--- src/rtl/codificador_7seg_binario.sv ---
// Multiplexed 7-segment display decoder: recovers the binary digit shown at
// each of four positions once the sampled bus has been stable long enough.
module codificador_7seg_binario #(
  parameter int N_ESTABLE = 4
) (
  input  logic        i_Clk,
  input  logic        i_Reset,
  input  logic [6:0]  i_Segmentos,
  input  logic [3:0]  i_Anodos,
  output logic [3:0]  o_Digito,
  output logic [1:0]  o_Posicion,
  output logic        o_Valido,
  output logic        o_Error,
  output logic [15:0] o_Valores
);

  localparam int CW = $clog2(N_ESTABLE + 1);
  localparam logic [CW-1:0] N_C = CW'(N_ESTABLE);
  localparam logic [CW-1:0] UNO = CW'(1);

  typedef enum logic [1:0] {
    ESPERA,
    VERIFICA,
    REPORTA,
    BLOQUEO
  } estado_t;

  // {valid, position} of a strobe word; valid only for a single low bit
  function automatic logic [2:0] dec_an(
    input logic [3:0] an
  );
    logic [2:0] r;
    case (an)
      4'b1110: r = 3'b100;
      4'b1101: r = 3'b101;
      4'b1011: r = 3'b110;
      4'b0111: r = 3'b111;
      default: r = 3'b000;
    endcase
    return r;
  endfunction

  // {recognised, value} of an active-low segment pattern
  function automatic logic [4:0] dec_seg(
    input logic [6:0] seg
  );
    logic [4:0] r;
    case (seg)
      7'b0000001: r = 5'h10;
      7'b1001111: r = 5'h11;
      7'b0010010: r = 5'h12;
      7'b0000110: r = 5'h13;
      7'b1001100: r = 5'h14;
      7'b0100100: r = 5'h15;
      7'b0100000: r = 5'h16;
      7'b0001111: r = 5'h17;
      7'b0000000: r = 5'h18;
      7'b0001100: r = 5'h19;
      7'b0001000: r = 5'h1A;
      7'b1100000: r = 5'h1B;
      7'b0110001: r = 5'h1C;
      7'b1000010: r = 5'h1D;
      7'b0110000: r = 5'h1E;
      7'b0111000: r = 5'h1F;
      default:    r = 5'h00;
    endcase
    return r;
  endfunction

  logic [10:0]   s_q;
  logic [10:0]   pat_q;
  logic [10:0]   pat_d;
  logic [CW-1:0] cnt_q;
  logic [CW-1:0] cnt_d;
  estado_t       est_q;
  estado_t       est_d;

  logic [3:0]  dig_q;
  logic [3:0]  dig_d;
  logic [1:0]  pos_q;
  logic [1:0]  pos_d;
  logic        val_q;
  logic        val_d;
  logic        err_q;
  logic        err_d;
  logic [15:0] vals_q;
  logic [15:0] vals_d;

  logic [2:0] s_an;
  logic [2:0] p_an;
  logic [4:0] p_seg;
  logic       s_uno;
  logic       cambio;

  assign s_an   = dec_an(s_q[10:7]);
  assign s_uno  = s_an[2];
  assign p_an   = dec_an(pat_q[10:7]);
  assign p_seg  = dec_seg(pat_q[6:0]);
  // pat_q always holds the previous sample while a run is being counted
  assign cambio = (s_q != pat_q);

  always_ff @(posedge i_Clk or posedge i_Reset) begin
    if (i_Reset) begin
      est_q <= ESPERA;
      cnt_q <= '0;
      s_q   <= 11'h7FF;
      pat_q <= 11'h7FF;
    end else begin
      est_q <= est_d;
      cnt_q <= cnt_d;
      s_q   <= {i_Anodos, i_Segmentos};
      pat_q <= pat_d;
    end
  end

  always_comb begin
    est_d = est_q;
    cnt_d = cnt_q;
    pat_d = pat_q;
    case (est_q)
      ESPERA: begin
        pat_d = s_q;
        if (s_uno) begin
          est_d = VERIFICA;
          cnt_d = UNO;
        end
      end
      VERIFICA: begin
        if (cambio) begin
          pat_d = s_q;
          cnt_d = UNO;
          est_d = s_uno ? VERIFICA : ESPERA;
        end else if (cnt_q == N_C - UNO) begin
          cnt_d = N_C;
          est_d = REPORTA;
        end else begin
          cnt_d = cnt_q + UNO;
        end
      end
      REPORTA: begin
        est_d = BLOQUEO;
      end
      BLOQUEO: begin
        if (cambio) begin
          pat_d = s_q;
          cnt_d = UNO;
          est_d = s_uno ? VERIFICA : ESPERA;
        end
      end
      default: begin
        est_d = ESPERA;
        cnt_d = '0;
      end
    endcase
  end

  always_comb begin
    dig_d  = dig_q;
    pos_d  = pos_q;
    val_d  = 1'b0;
    err_d  = 1'b0;
    vals_d = vals_q;
    if (est_q == REPORTA) begin
      pos_d = p_an[1:0];
      if (p_seg[4]) begin
        val_d = 1'b1;
        dig_d = p_seg[3:0];
        vals_d[{p_an[1:0], 2'b00} +: 4] = p_seg[3:0];
      end else begin
        err_d = 1'b1;
      end
    end
  end

  always_ff @(posedge i_Clk or posedge i_Reset) begin
    if (i_Reset) begin
      dig_q  <= '0;
      pos_q  <= '0;
      val_q  <= 1'b0;
      err_q  <= 1'b0;
      vals_q <= '0;
    end else begin
      dig_q  <= dig_d;
      pos_q  <= pos_d;
      val_q  <= val_d;
      err_q  <= err_d;
      vals_q <= vals_d;
    end
  end

  assign o_Digito   = dig_q;
  assign o_Posicion = pos_q;
  assign o_Valido   = val_q;
  assign o_Error    = err_q;
  assign o_Valores  = vals_q;

endmodule

--- config.mk ---
export PLATFORM = sky130hd
export DESIGN_NAME = codificador_7seg_binario
export DESIGN_NICKNAME = d
export VERILOG_FILES = /design/src/rtl/codificador_7seg_binario.sv
export SDC_FILE = /design/constraint.sdc
export NUM_CORES = 1
export LEC_CHECK = 0
export ABC_CLOCK_PERIOD_IN_PS = 5320
export CAP_MARGIN = 40
export CORE_AREA = 2 2 72 74
export DETAILED_ROUTE_END_ITERATION = 8
export DIE_AREA = 0 0 74 76
export PLACE_DENSITY_LB_ADDON = 0.08
export REMOVE_ABC_BUFFERS = 1
export SYNTH_ARGS = -nofsm -noshare
export SYNTH_HDL_FRONTEND = slang
export SYNTH_SLANG_ARGS = --single-unit
--- constraint.sdc ---
create_clock -name i_Clk -period 5.32 [get_ports i_Clk]
set_input_delay 1.064 -clock i_Clk [delete_from_list [all_inputs] [get_ports i_Clk]]
set_output_delay 1.064 -clock i_Clk [all_outputs]
set_load 0.005 [all_outputs]
# Word-level counts from Yosys, hierarchy flattened
# Cells that the tools add are included.
[word_totals]
regBits = 51
inputBits = 13
[classes]
addsub = 2
eq_ne = 32
n_shift = 2
n_mux = 21
reduce_logical = 9
[ops]
columns = ["operator", "count"]
rows = [
  ["$pmux W5 S16", 1],
  ["$eq A7 B6 Y1 const B", 5],
  ["$eq A7 B7 Y1 const B", 4],
  ["$eq A4 B4 Y1 const B", 6],
  ["$pmux W11 S2", 1],
  ["$eq A7 B4 Y1 const B", 3],
  ["$bwmux W16", 1],
  ["$pmux W2 S4", 2],
  ["$shift A4 B6 Y16 const A", 1],
  ["$shiftx A4 B6 Y16", 1],
  ["$mux W3", 4],
  ["$pmux W3 S4", 1],
  ["$mux W11", 1],
  ["$ne A11 B11 Y1", 1],
  ["$pmux W3 S3", 1],
  ["$eq A4 B3 Y1 const B", 2],
  ["$mux W2", 4],
  ["$eq A7 B1 Y1 const B", 1],
  ["$eq A7 B3 Y1 const B", 1],
  ["$eq A7 B5 Y1 const B", 1],
  ["$logic_not A7 Y1", 1],
  ["$neg A4 Y6", 1],
  ["$reduce_and A3 Y1", 2],
  ["$mux W1", 5],
  ["other kinds (12)", 15],
]

# Depth between registers and ports, before layout
# Gate-level depths: netlist (run 1).
[depth]
word_depth = 5
ltp_mapped = 7
depth_no_buf = 7

# Least setup slack after synthesis (run 1)
# Ideal clock, no wire load.
[synth_timing]
kind = "flip-flop to flip-flop"
startpoint = "register pat_q[0]"
endpoint = "register vals_q[0], in the netlist o_Valores[0]"
arrival_ns = 1.917
t_required_ns = 5.241
slack_ns = 3.324
stages_incl_launch_ff = 6
path_buffers = 0
path_cell_list = "dfstp_2 -> or3b_1 -> a2111oi_4 -> a2bb2oi_4 -> a31oi_4 -> mux2i_1"
[synth_between]
elab_chain_cells = 4
[synth_rtl]
columns = ["item", "line_no", "rtl"]
rows = [
  ["start: declaration", "71", "logic [10:0] pat_q;"],
  ["start signal: assignment", "112", "pat_q <= pat_d;"],
  ["$eq A7 B6 Y1 (tied with other cells)", "48", "case (seg)"],
  ["$pmux W5 S16 *", "48", ""],
  ["$shiftx A4 B6 Y16", "168", "vals_d[{p_an[1:0], 2'b00} +: 4] = p_seg[3:0];"],
  ["$bwmux W16", "168", ""],
  ["end signal: assignment", "187", "vals_q <= vals_d;"],
  ["end: declaration", "86", "logic [15:0] vals_q;"],
]
# Every way passes the cells marked *; elsewhere a longest branch is shown, timed or not.
# A chain may end at the register's enable or synchronous reset.

# Final worst setup path (run 1)
[layout_timing]
startpoint = "register pat_q[0]"
endpoint = "register vals_q[8], in the netlist o_Valores[8]"
# The elaborated chain is that of the path after synthesis.

==> results of run 1 <==
-- cells by family after synthesis --
logic type                 Yosys count  share of synthesized area, %
xor gates and xnor gates            15                          4.75
DFF                                 51                          47.1
muxes                               18                          6.65
AOI/OAI and AO/OA                   53                          15.4
buffers and inverters               39                          5.48
adders and majority gates            6                          2.71
and+or+nand+nor                     99                          17.8
-- state kept, by name, summed over array words and instances (netlist names), named ones only --
register	flops
cnt_q	3
est_q	1
o_Digito	4
o_Error	1
o_Posicion	2
o_Valido	1
o_Valores	16
pat_q	11
s_q	11
-- final cells by class --
cell class / instances / area (um2)
Inverter: 27 / 101
Multi-Input combinational cell: 191 / 1310
Timing Repair Buffer: 38 / 388
Clock buffer: 8 / 100
Sequential cell: 51 / 1300
Fill cell: 414 / 1620
Tap cell: 70 / 87.6
-- cells in the mapped netlist (3+ instances only) --
| library cell | n | share of area (%) |
|---|---|---|
| a21oi_1 | 8 | 1.4 |
| a22oi_1 | 3 | 0.81 |
| a31oi_1 | 3 | 0.68 |
| a31oi_4 | 5 | 3.8 |
| buf_2 | 4 | 0.72 |
| clkbuf_1 | 7 | 0.95 |
| dfrtp_1 | 29 | 26 |
| dfstp_2 | 22 | 21 |
| ha_1 | 6 | 2.7 |
| inv_1 | 27 | 3.7 |
| mux2i_1 | 15 | 5.4 |
| nand2_1 | 44 | 6.0 |
| nand3_1 | 6 | 1.1 |
| nand4_1 | 7 | 1.6 |
| nor2_1 | 17 | 2.3 |
| nor3_1 | 4 | 0.72 |
| nor4bb_1 | 3 | 1.1 |
| o21ai_0 | 16 | 2.9 |
| o21ai_1 | 7 | 1.3 |
| xnor2_1 | 11 | 3.5 |
| xor2_1 | 4 | 1.3 |
-- worst paths after layout --
| check | startpoint | endpoint | slack, ns | cells past startpoint |
|---|---|---|---|---|
| max | pat_q[0]$_DFFE_PP1P_ | o_Valores[8]$_DFFE_PP0P_ | 3.07 | 5 |
| min | s_q[3]$_DFF_PP1_ | pat_q[3]$_DFFE_PP1P_ | 0.47 | 2 |
| max reg2reg | pat_q[0]$_DFFE_PP1P_ | o_Valores[8]$_DFFE_PP0P_ | 3.07 | 5 |
| min reg2reg | s_q[3]$_DFF_PP1_ | pat_q[3]$_DFFE_PP1P_ | 0.47 | 2 |
| max in group asynchronous | i_Reset | pat_q[6]$_DFFE_PP1P_ | 3.67 | 3 |
| min in group asynchronous | i_Reset | o_Valores[4]$_DFFE_PP0P_ | 1.07 | 2 |
-- worst max-delay path, delay by kind of cell (launching register included) --
kind	cells	cell delay (ns)
simple gates	1	0.42
flops	1	0.67
mux	1	0.21
compound gates	3	0.87
-- power by group through the flow --
stage                     Sequential, mW  Clock (mW)  Combinational (mW)
after floorplan                    0.426           0              0.0473
after global placement             0.430           0              0.0648
after detailed placement           0.431           0              0.0680
after CTS                          0.424       0.244              0.0682
after global routing               0.427       0.259              0.0759
final                              0.424       0.239              0.0672
-- through the flow --
step | utilization [%] | instances
finish | 67.0 | 385
global route | 67.0 | 385
global placement | 64.5 | 376
CTS | 67.0 | 385
floorplan | - | 269
detailed placement | 65.0 | 377
-- per-layer routing --
metal	share of wire (%)	global-route usage [%]	wire length [um]
met2	51	34.8	2690
met5	0	0	0
met1	43	27.1	2280
met4	1.6	7.27	84
met3	3.6	3.97	186
==> run metrics, run 1 <==
syn_area_per_cell=~9.8 um2; most common cell after layout, fill and taps aside=nand2_1; Final Wtd Congestion=between 0.8 and 0.9; combinational share of power=between 9 and 10%; Setup TNS=0 ns; unrepaired setup endpoints after global routing=no; critical-path maximum fanout=15; pin count of the biggest net entering global routing=34; DP Area=around 3200 um2; synthesized flop and latch total=just over 50; Sinks on Clock Net=between 50 and 60; Int Power=556 uW; share of layout cells above drive strength 1=between 10 and 15%; Synth Instances=roughly 280; clk_lat worst skew=~0.30 ns; DR vias/cell=around 5.4; # diodes=0; Clock Tree Root=clkbuf_8; Max Slew Vio Count=0; CTS tree=yes; Post-CTS Setup Inserts=0; Post-DRT Antenna Nets=0; area growth from synthesis to layout=19.0%; post-route cell area=between 3000 and 4000 um2; Die ar.=around 5600 um2; Syn Std Cell Area=~2800 um2; Die Height=roughly 76 um; initial drt markers=65; top-level I/O count=37; final setup vio count=0; Final HPWL DP=about 3800 um; NumNets Final=roughly 330; post-place setup slack=about 3.1 ns; starting density of the core=a little under three fifths; Critical Path Max Stage Delay=approximately 0.67 ns; Hold WS=between 0.4 and 0.5 ns; Synth async-reset ratio=100%; Worst-Margin Slew=about 0.78 ns; status=completed; Post-synth EDFFs=0; Die Wd=~74 um; CP Capture Type=flip-flop; Main synth FF type=dfrtp_1; initial antenna violation count=0; DR WL/cell=13.6 um; Max-cap violations=0; Switching Share=a little under a quarter; GRT Total Usage=21.0%; Power Density=between 200 and 250 nW/um2; CTS Hold Bufs=0; Crit Path Class=flip-flop to flip-flop; Flop pwr share=58.1%; startpoint types=flip-flop; hold crit path type=flip-flop to flip-flop; Final min period=approximately 2.2 ns; Post-CTS Resized=0; core area=approximately 4900 um2; Tot Pwr=between 700 and 800 uW; number of buffers created by CTS=5; vias in the first global route=1989; Distinct cells, synth=between 40 and 50; Setup WS post-layout=between 3 and 4 ns; Switch Pwr=roughly 170 uW; crit-path cells=or3b_1 > a2111oi_4 > a2bb2oi_4 > a31oi_4 > mux2i_1; sequential area share after synthesis=a little under half; Worst Path Required=between 5 and 6 ns; standard-cell rows=26; DR DRC count=0; Syn. warnings=0; CP max stage cell=dfstp_2; first-pass GRT wire length=between 9000 and 10000 um; fin crit share=between 40% and 50%; drt first pass iters=5; commonest cells after routing, fill and taps aside=nand2_1, clkdlybuf4s50_1, dfrtp_1; crit path DAT=between 2 and 2.5 ns; clock group share of total power=32.7%; Clock Skew=approximately 0.0082 ns; clock buffer depth=2; Final Hold Viols=0; Peak VDD IR=155 uV; Fmax=roughly 440 MHz; GRT overflow=0; clk slew on worst S/H paths=approximately 0.09 ns; IO Port Bufs=36; Max transition margin=47.4%; routed vias=approximately 2100; Routed WL=~5200 um; H-tree levels=2; Lkg Pwr=between 1 and 1.5 nW
Power figures use the tool's default switching activity.
==> run 2, diff against run 1 <==
--- a/config.mk
+++ b/config.mk
@@ -5,11 +5,11 @@
 export SDC_FILE = /design/constraint.sdc
 export NUM_CORES = 1
 export LEC_CHECK = 0
-export ABC_CLOCK_PERIOD_IN_PS = 5320
+export ABC_CLOCK_PERIOD_IN_PS = 2120
 export CAP_MARGIN = 40
-export CORE_AREA = 2 2 72 74
+export CORE_AREA = 2 2 74 76
 export DETAILED_ROUTE_END_ITERATION = 8
-export DIE_AREA = 0 0 74 76
+export DIE_AREA = 0 0 76 78
 export PLACE_DENSITY_LB_ADDON = 0.08
 export REMOVE_ABC_BUFFERS = 1
 export SYNTH_ARGS = -nofsm -noshare
==> constraint.sdc (replaced) <==
create_clock -name i_Clk -period 2.12 [get_ports i_Clk]
set_input_delay 0.424 -clock i_Clk [delete_from_list [all_inputs] [get_ports i_Clk]]
set_output_delay 0.424 -clock i_Clk [all_outputs]
set_load 0.005 [all_outputs]
==> run 2 against run 1 <==
  * Clock-buffer cell count decreased by 2
  * Combinational power increased to 2.8 times the previous value
  * Hold slack got worse by 0.0086 ns
  * Largest cell class unchanged
==> run metrics, run 2 (synthesized netlist as in run 1, its figures left out) <==
status=completed; Max transition margin=64.9% (+18 points); pin count of the biggest net entering global routing=25 (-26%); Die Height=78 um (+2.6%); Clock Skew=0.00983 ns (+0.00165 ns); Lkg Pwr=1.32 nW (+5.2%); Post-DRT Antenna Nets=0 (unchanged); Clock Tree Root=clkbuf_8; Power Density=523 nW/um2 (+140%); met1 WL=2490 um (+9.1%); # diodes=0 (unchanged); initial antenna violation count=0 (unchanged); starting density of the core=54.8% (-1.5 points); Crit Path Class=flip-flop to flip-flop; CTS Hold Bufs=0 (unchanged); Die ar.=5930 um2 (+5.4%); wire length on met2=2850 um (+6.0%); critical-path maximum fanout=6 (-9); Worst Path Required=2.33 ns (-3.22 ns); Fmax=476 MHz (+7.0%); commonest cells after routing, fill and taps aside=nand2_1, clkdlybuf4s50_1, dfrtp_1; Met3 Wirelength=163 um (-12%); Max Slew Vio Count=0 (unchanged); GRT overflow=0 (unchanged); launching point of the worst reg2reg path=pat_q[0]$_DFFE_PP1P_; NumNets Final=347 (+4.2%); Final min period=2.10 ns (-0.147 ns); CTS tree=yes; hold crit path type=input pin to asynchronous set/reset pin; Placed Instances=390 (+3.4%); Tot Pwr=1.78 mW (+140%); share of layout cells above drive strength 1=18.8% (+4.2 points); Sinks on Clock Net=51 (unchanged); Final HPWL DP=4160 um (+10%); clk_lat worst skew=0.30 ns (about the same); Final Wtd Congestion=0.860 (+5.2%); initial drt markers=125 (+92%); IO Port Bufs=36 (unchanged); post-place setup slack=-0.0304 ns (-3.09 ns); standard-cell rows=26 (unchanged); fin crit share=99.1% (+57 points); crit path DAT=2.31 ns (-0.17 ns); RR Endpoint=o_Digito[1]$_DFFE_PP0P_; vias in the first global route=2038 (+2.5%); clk slew on worst S/H paths=0.08 ns (about the same); DR top layer=met4; final setup vio count=0 (unchanged); H-tree levels=2 (unchanged); area growth from synthesis to layout=23.4%; FF-to-FF path depth=5 (unchanged); DR WL/cell=13.9 um (+2.4%); Routed WL=5560 um (+6.1%); clock buffer depth=2 (unchanged); number of buffers created by CTS=5 (unchanged); most common cell after layout, fill and taps aside=nand2_1; r2r setup slk=0.02 ns (-3.05 ns); core area=5040 um2 (+2.6%); Final Hold Viols=0 (unchanged); first-pass GRT wire length=9480 um (+2.0%); CP Capture Type=flip-flop; DR DRC count=0 (unchanged); unrepaired setup endpoints after global routing=yes; DR vias/cell=5.29 (-1.2%); Setup WS post-layout=0.0192 ns (-3.05 ns); max reg flops=16 (unchanged); Peak VDD IR=466 uV (+200%); critical path capture point=o_Digito[1]$_DFFE_PP0P_; routed vias=2112 (+2.4%); Max-cap violations=0 (unchanged); GRT Total Usage=19.8% (-1.2 points); top-level I/O count=37 (unchanged); startpoint types=flip-flop; Die Wd=76 um (+2.7%); drt first pass iters=4 (-1); Crit. Startpoint=pat_q[0]$_DFFE_PP1P_; post-route insts no fill=399 (+3.6%); Worst-Margin Slew=0.524 ns (-0.258 ns)
## run 2: changes by cell type in the layout (fill, tap and decap cells not counted), sizes merged
cell      before  now
buf            2   16
clkinvlp       0    1
clkinv         0    1
clkbuf         8    6
## run 2: how the worst min path moves through the flow
stage	startpoint	to	slack, ns	cells past startpoint
after floorplan	i_Segmentos[0]	s_q[0]$_DFF_PP1_	0.43	0
after global placement	s_q[4]$_DFF_PP1_	pat_q[4]$_DFFE_PP1P_	0.45	2
after detailed placement	s_q[5]$_DFF_PP1_	pat_q[5]$_DFFE_PP1P_	0.46	2
after CTS	i_Reset	est_q[0]$_DFFE_PP0P_	0.47	2
after global routing	i_Reset	est_q[0]$_DFFE_PP0P_	0.50	2
final	i_Reset	est_q[0]$_DFFE_PP0P_	0.46	2
## run 2: layout make-up
type,count,area (um2)
Inverter,27,101
Sequential cell,51,1310
Clock inverter,2,12.5
Tap cell,70,87.6
Clock buffer,6,72.6
Timing Repair Buffer,52,493
Multi-Input combinational cell,191,1340
Fill cell,421,1630
## run 2: what timing repair did
item                                    4_1_cts  5_1_grt
endpoints found under the setup margin       13       14
pin swaps                                     1        3
resized for setup                             0        6
buffers inserted                              0        1
cloned                                        0        0
## run 2: worst max-delay path, cell delays in order, from the launching register on
cell and delay (ns):
dfstp_2 0.54, or3b_4 0.40, a2111oi_4 0.38, a2bb2oi_4 0.19, a31oi_4 0.29, mux2i_1 0.22
## run 2: layer usage
| layer | global-route usage, % | vias up |
|---|---|---|
| li1 | - | 1052 |
| met1 | 25.0 | 1009 |
| met2 | 35.5 | 45 |
| met3 | 3.14 | 6 |
| met4 | 5.09 | 0 |
| met5 | 0 | - |
## run 2: metrics by stage
step / util (%) / TNS [ns] / area, um2 / hold WS, ns
detailed placement: 65.2 / -0.0416 / 3290 / 0.459
finish: 67.7 / 0 / 3410 / 0.461
CTS: 66.9 / 0 / 3370 / 0.470
floorplan: - / 0 / 2720 / 0.428
global placement: 65.2 / 0 / 3290 / 0.454
global route: 67.7 / -0.401 / 3410 / 0.502
## run 2: report_power, final
part	leakage (nW)	switching (mW)	internal [mW]
registers	0.631	0.0447	1.01
logic	0.645	0.0958	0.0949
clock network	0.0412	0.302	0.231
==> run 3, diff against run 2 <==
--- a/config.mk
+++ b/config.mk
@@ -7,11 +7,10 @@
 export LEC_CHECK = 0
 export ABC_CLOCK_PERIOD_IN_PS = 2120
 export CAP_MARGIN = 40
-export CORE_AREA = 2 2 74 76
+export CORE_AREA = 3 3 75 77
 export DETAILED_ROUTE_END_ITERATION = 8
-export DIE_AREA = 0 0 76 78
+export DIE_AREA = 0 0 78 80
 export PLACE_DENSITY_LB_ADDON = 0.08
-export REMOVE_ABC_BUFFERS = 1
 export SYNTH_ARGS = -nofsm -noshare
 export SYNTH_HDL_FRONTEND = slang
 export SYNTH_SLANG_ARGS = --single-unit
==> run 3 against run 2 <==
  * Combinational power about the same
  * Clock-buffer cell count unchanged
  * Final area increased by 0.22%
  * Maximum frequency grew 2.1%
  * Die area grew 5.3%
  * Total power rose by 0.43%
  * Critical path depth is the same
  * Sequential cell count stayed put
  * Hold slack lost 0.036 ns
  * Wire length is 2.1% higher
  * Sequential share of layout area is 0.084 points lower
  * Clock skew rose by 0.00057 ns
==> run metrics, run 3 (synthesized netlist as in run 1, its figures left out) <==
Clock Skew=0.0104 ns (+0.000566 ns); area growth from synthesis to layout=23.7%; most common cell after layout, fill and taps aside=nand2_1; Die Wd=78 um (+2.6%); post-route insts no fill=401 (+0.50%); first-pass GRT wire length=9870 um (+4.1%); Post-DRT Antenna Nets=0 (unchanged); post-route cell area=3420 um2 (+0.22%); DR vias/cell=5.27 (-0.45%); H-tree levels=2 (unchanged); vias in the first global route=2103 (+3.2%); startpoint types=flip-flop; combinational share of power=10.7% (about the same); initial drt markers=138 (+10%); NumNets Final=349 (+0.58%); Post-CTS Resized=0 (unchanged); final setup vio count=0 (unchanged); fin crit share=97.1% (-2.0 points); Clock Tree Root=clkbuf_8; Final min period=2.06 ns (-0.0425 ns); Final HPWL DP=4240 um (+1.9%); Power Density=524 nW/um2 (+0.21%); commonest cells after routing, fill and taps aside=nand2_1, clkdlybuf4s50_1, dfrtp_1; initial antenna violation count=0 (unchanged); critical-path maximum fanout=19 (+13); share of layout cells above drive strength 1=19.6% (+0.79 points); GRT overflow=0 (unchanged); Post-CTS Setup Inserts=0 (unchanged); Critical Path Max Stage Delay=0.77 ns (+0.23 ns); clock buffer depth=2 (unchanged); pin count of the biggest net entering global routing=25 (unchanged); Fmax=486 MHz (+2.1%); Worst-Margin Slew=0.490 ns (-0.0341 ns); CTS Hold Bufs=0 (unchanged); standard-cell rows=26 (unchanged); Max transition margin=67.2% (+2.3 points); routed vias=2113 (+0.047%); clk_lat worst skew=0.30 ns (about the same); Worst Path Required=2.35 ns (+0.02 ns); crit-path cells=nor4bb_1 > o21bai_1 > a21oi_1 > o21ai_0 > mux2i_1; Final Wtd Congestion=0.845 (-1.6%); Final Hold Viols=0 (unchanged); Die Height=80 um (+2.6%); status=completed; Tot Pwr=1.79 mW (+0.43%); DR WL/cell=14.1 um (+1.6%); DP Area=3310 um2 (+0.69%); DR DRC count=0 (unchanged); Max Slew Vio Count=0 (unchanged); starting density of the core=54.5% (-0.35 points); IO Port Bufs=36 (unchanged); Routed WL=5670 um (+2.1%); Peak VDD IR=397 uV (-15%); top-level I/O count=37 (unchanged); clk slew on worst S/H paths=0.09 ns (about the same); GRT Total Usage=19.8% (about the same); Max-cap violations=0 (unchanged); Switching Share=25.0% (+0.21 points); number of buffers created by CTS=5 (unchanged); max reg flops=16 (unchanged); drt first pass iters=4 (unchanged); CP max stage cell=dfstp_2; unrepaired setup endpoints after global routing=yes; Sinks on Clock Net=51 (unchanged); Switch Pwr=448 uW (+1.3%); hold crit path type=input pin to asynchronous set/reset pin; # diodes=0 (unchanged); crit path DAT=2.29 ns (-0.02 ns); Die ar.=6240 um2 (+5.3%); Hold WS=0.425 ns (-0.0364 ns); Lkg Pwr=1.33 nW (+0.94%); Net Count, Synth=300; CTS tree=yes; Placed Instances=393 (+0.77%); clock group share of total power=30.1% (+0.2 points); core area=5070 um2 (+0.65%); CP Capture Type=flip-flop; Flop pwr share=59.2% (-0.2 points); Int Power=1.34 mW (+0.15%); Crit Path Class=flip-flop to flip-flop
==> run 3: layer usage <==
metal / part of all wire, % / track usage [%]
met1: 42 / 24.3
met2: 52 / 35.2
met3: 4.4 / 3.50
met4: 0.83 / 6.47
met5: 0 / 0
==> run 3: final timing paths <==
| path | start | to | slack (ns) | cells past startpoint |
|---|---|---|---|---|
| worst max register to register | pat_q[3]$_DFFE_PP1P_ | o_Valores[12]$_DFFE_PP0P_ | 0.06 | 5 |
| max in group asynchronous | i_Reset | pat_q[4]$_DFFE_PP1P_ | 1.14 | 3 |
| worst max-delay path | pat_q[3]$_DFFE_PP1P_ | o_Valores[12]$_DFFE_PP0P_ | 0.06 | 5 |
| worst min register to register | s_q[4]$_DFF_PP1_ | pat_q[4]$_DFFE_PP1P_ | 0.47 | 2 |
| min in group i_Clk | s_q[4]$_DFF_PP1_ | pat_q[4]$_DFFE_PP1P_ | 0.47 | 2 |
| worst min-delay path | i_Reset | est_q[0]$_DFFE_PP0P_ | 0.42 | 2 |
==> run 3: metrics by stage <==
stage,worst slack [ns],util (%),TNS [ns]
floorplan,0.124,-,0
global placement,0.0833,65.2,0
detailed placement,0.0270,65.2,0
CTS,0.00930,66.9,0
global route,-0.0338,67.4,-0.102
finish,0.0616,67.4,0
==> run 3: power by group through the flow <==
stage | logic [mW] | clock network (mW) | registers [mW]
after floorplan | 0.140 | 0 | 1.05
after global placement | 0.187 | 0 | 1.07
after detailed placement | 0.190 | 0 | 1.07
after CTS | 0.191 | 0.563 | 1.06
after global routing | 0.214 | 0.600 | 1.06
final | 0.192 | 0.539 | 1.06
==> run 3: area by class of cell <==
class | count | area (um2)
Tap cell | 70 | 87.6
Timing Repair Buffer | 54 | 508
Clock buffer | 6 | 72.6
Fill cell | 427 | 1660
Sequential cell | 51 | 1310
Multi-Input combinational cell | 191 | 1330
Inverter | 27 | 101
Clock inverter | 2 | 11.3
==> run 3: critical path, delay by kind of cell (launching register included) <==
kind | cells | cell delay, ns
AOI/OAI and AO/OA | 3 | 0.70
DFF | 1 | 0.77
muxes | 1 | 0.17
and+or+nand+nor | 1 | 0.35
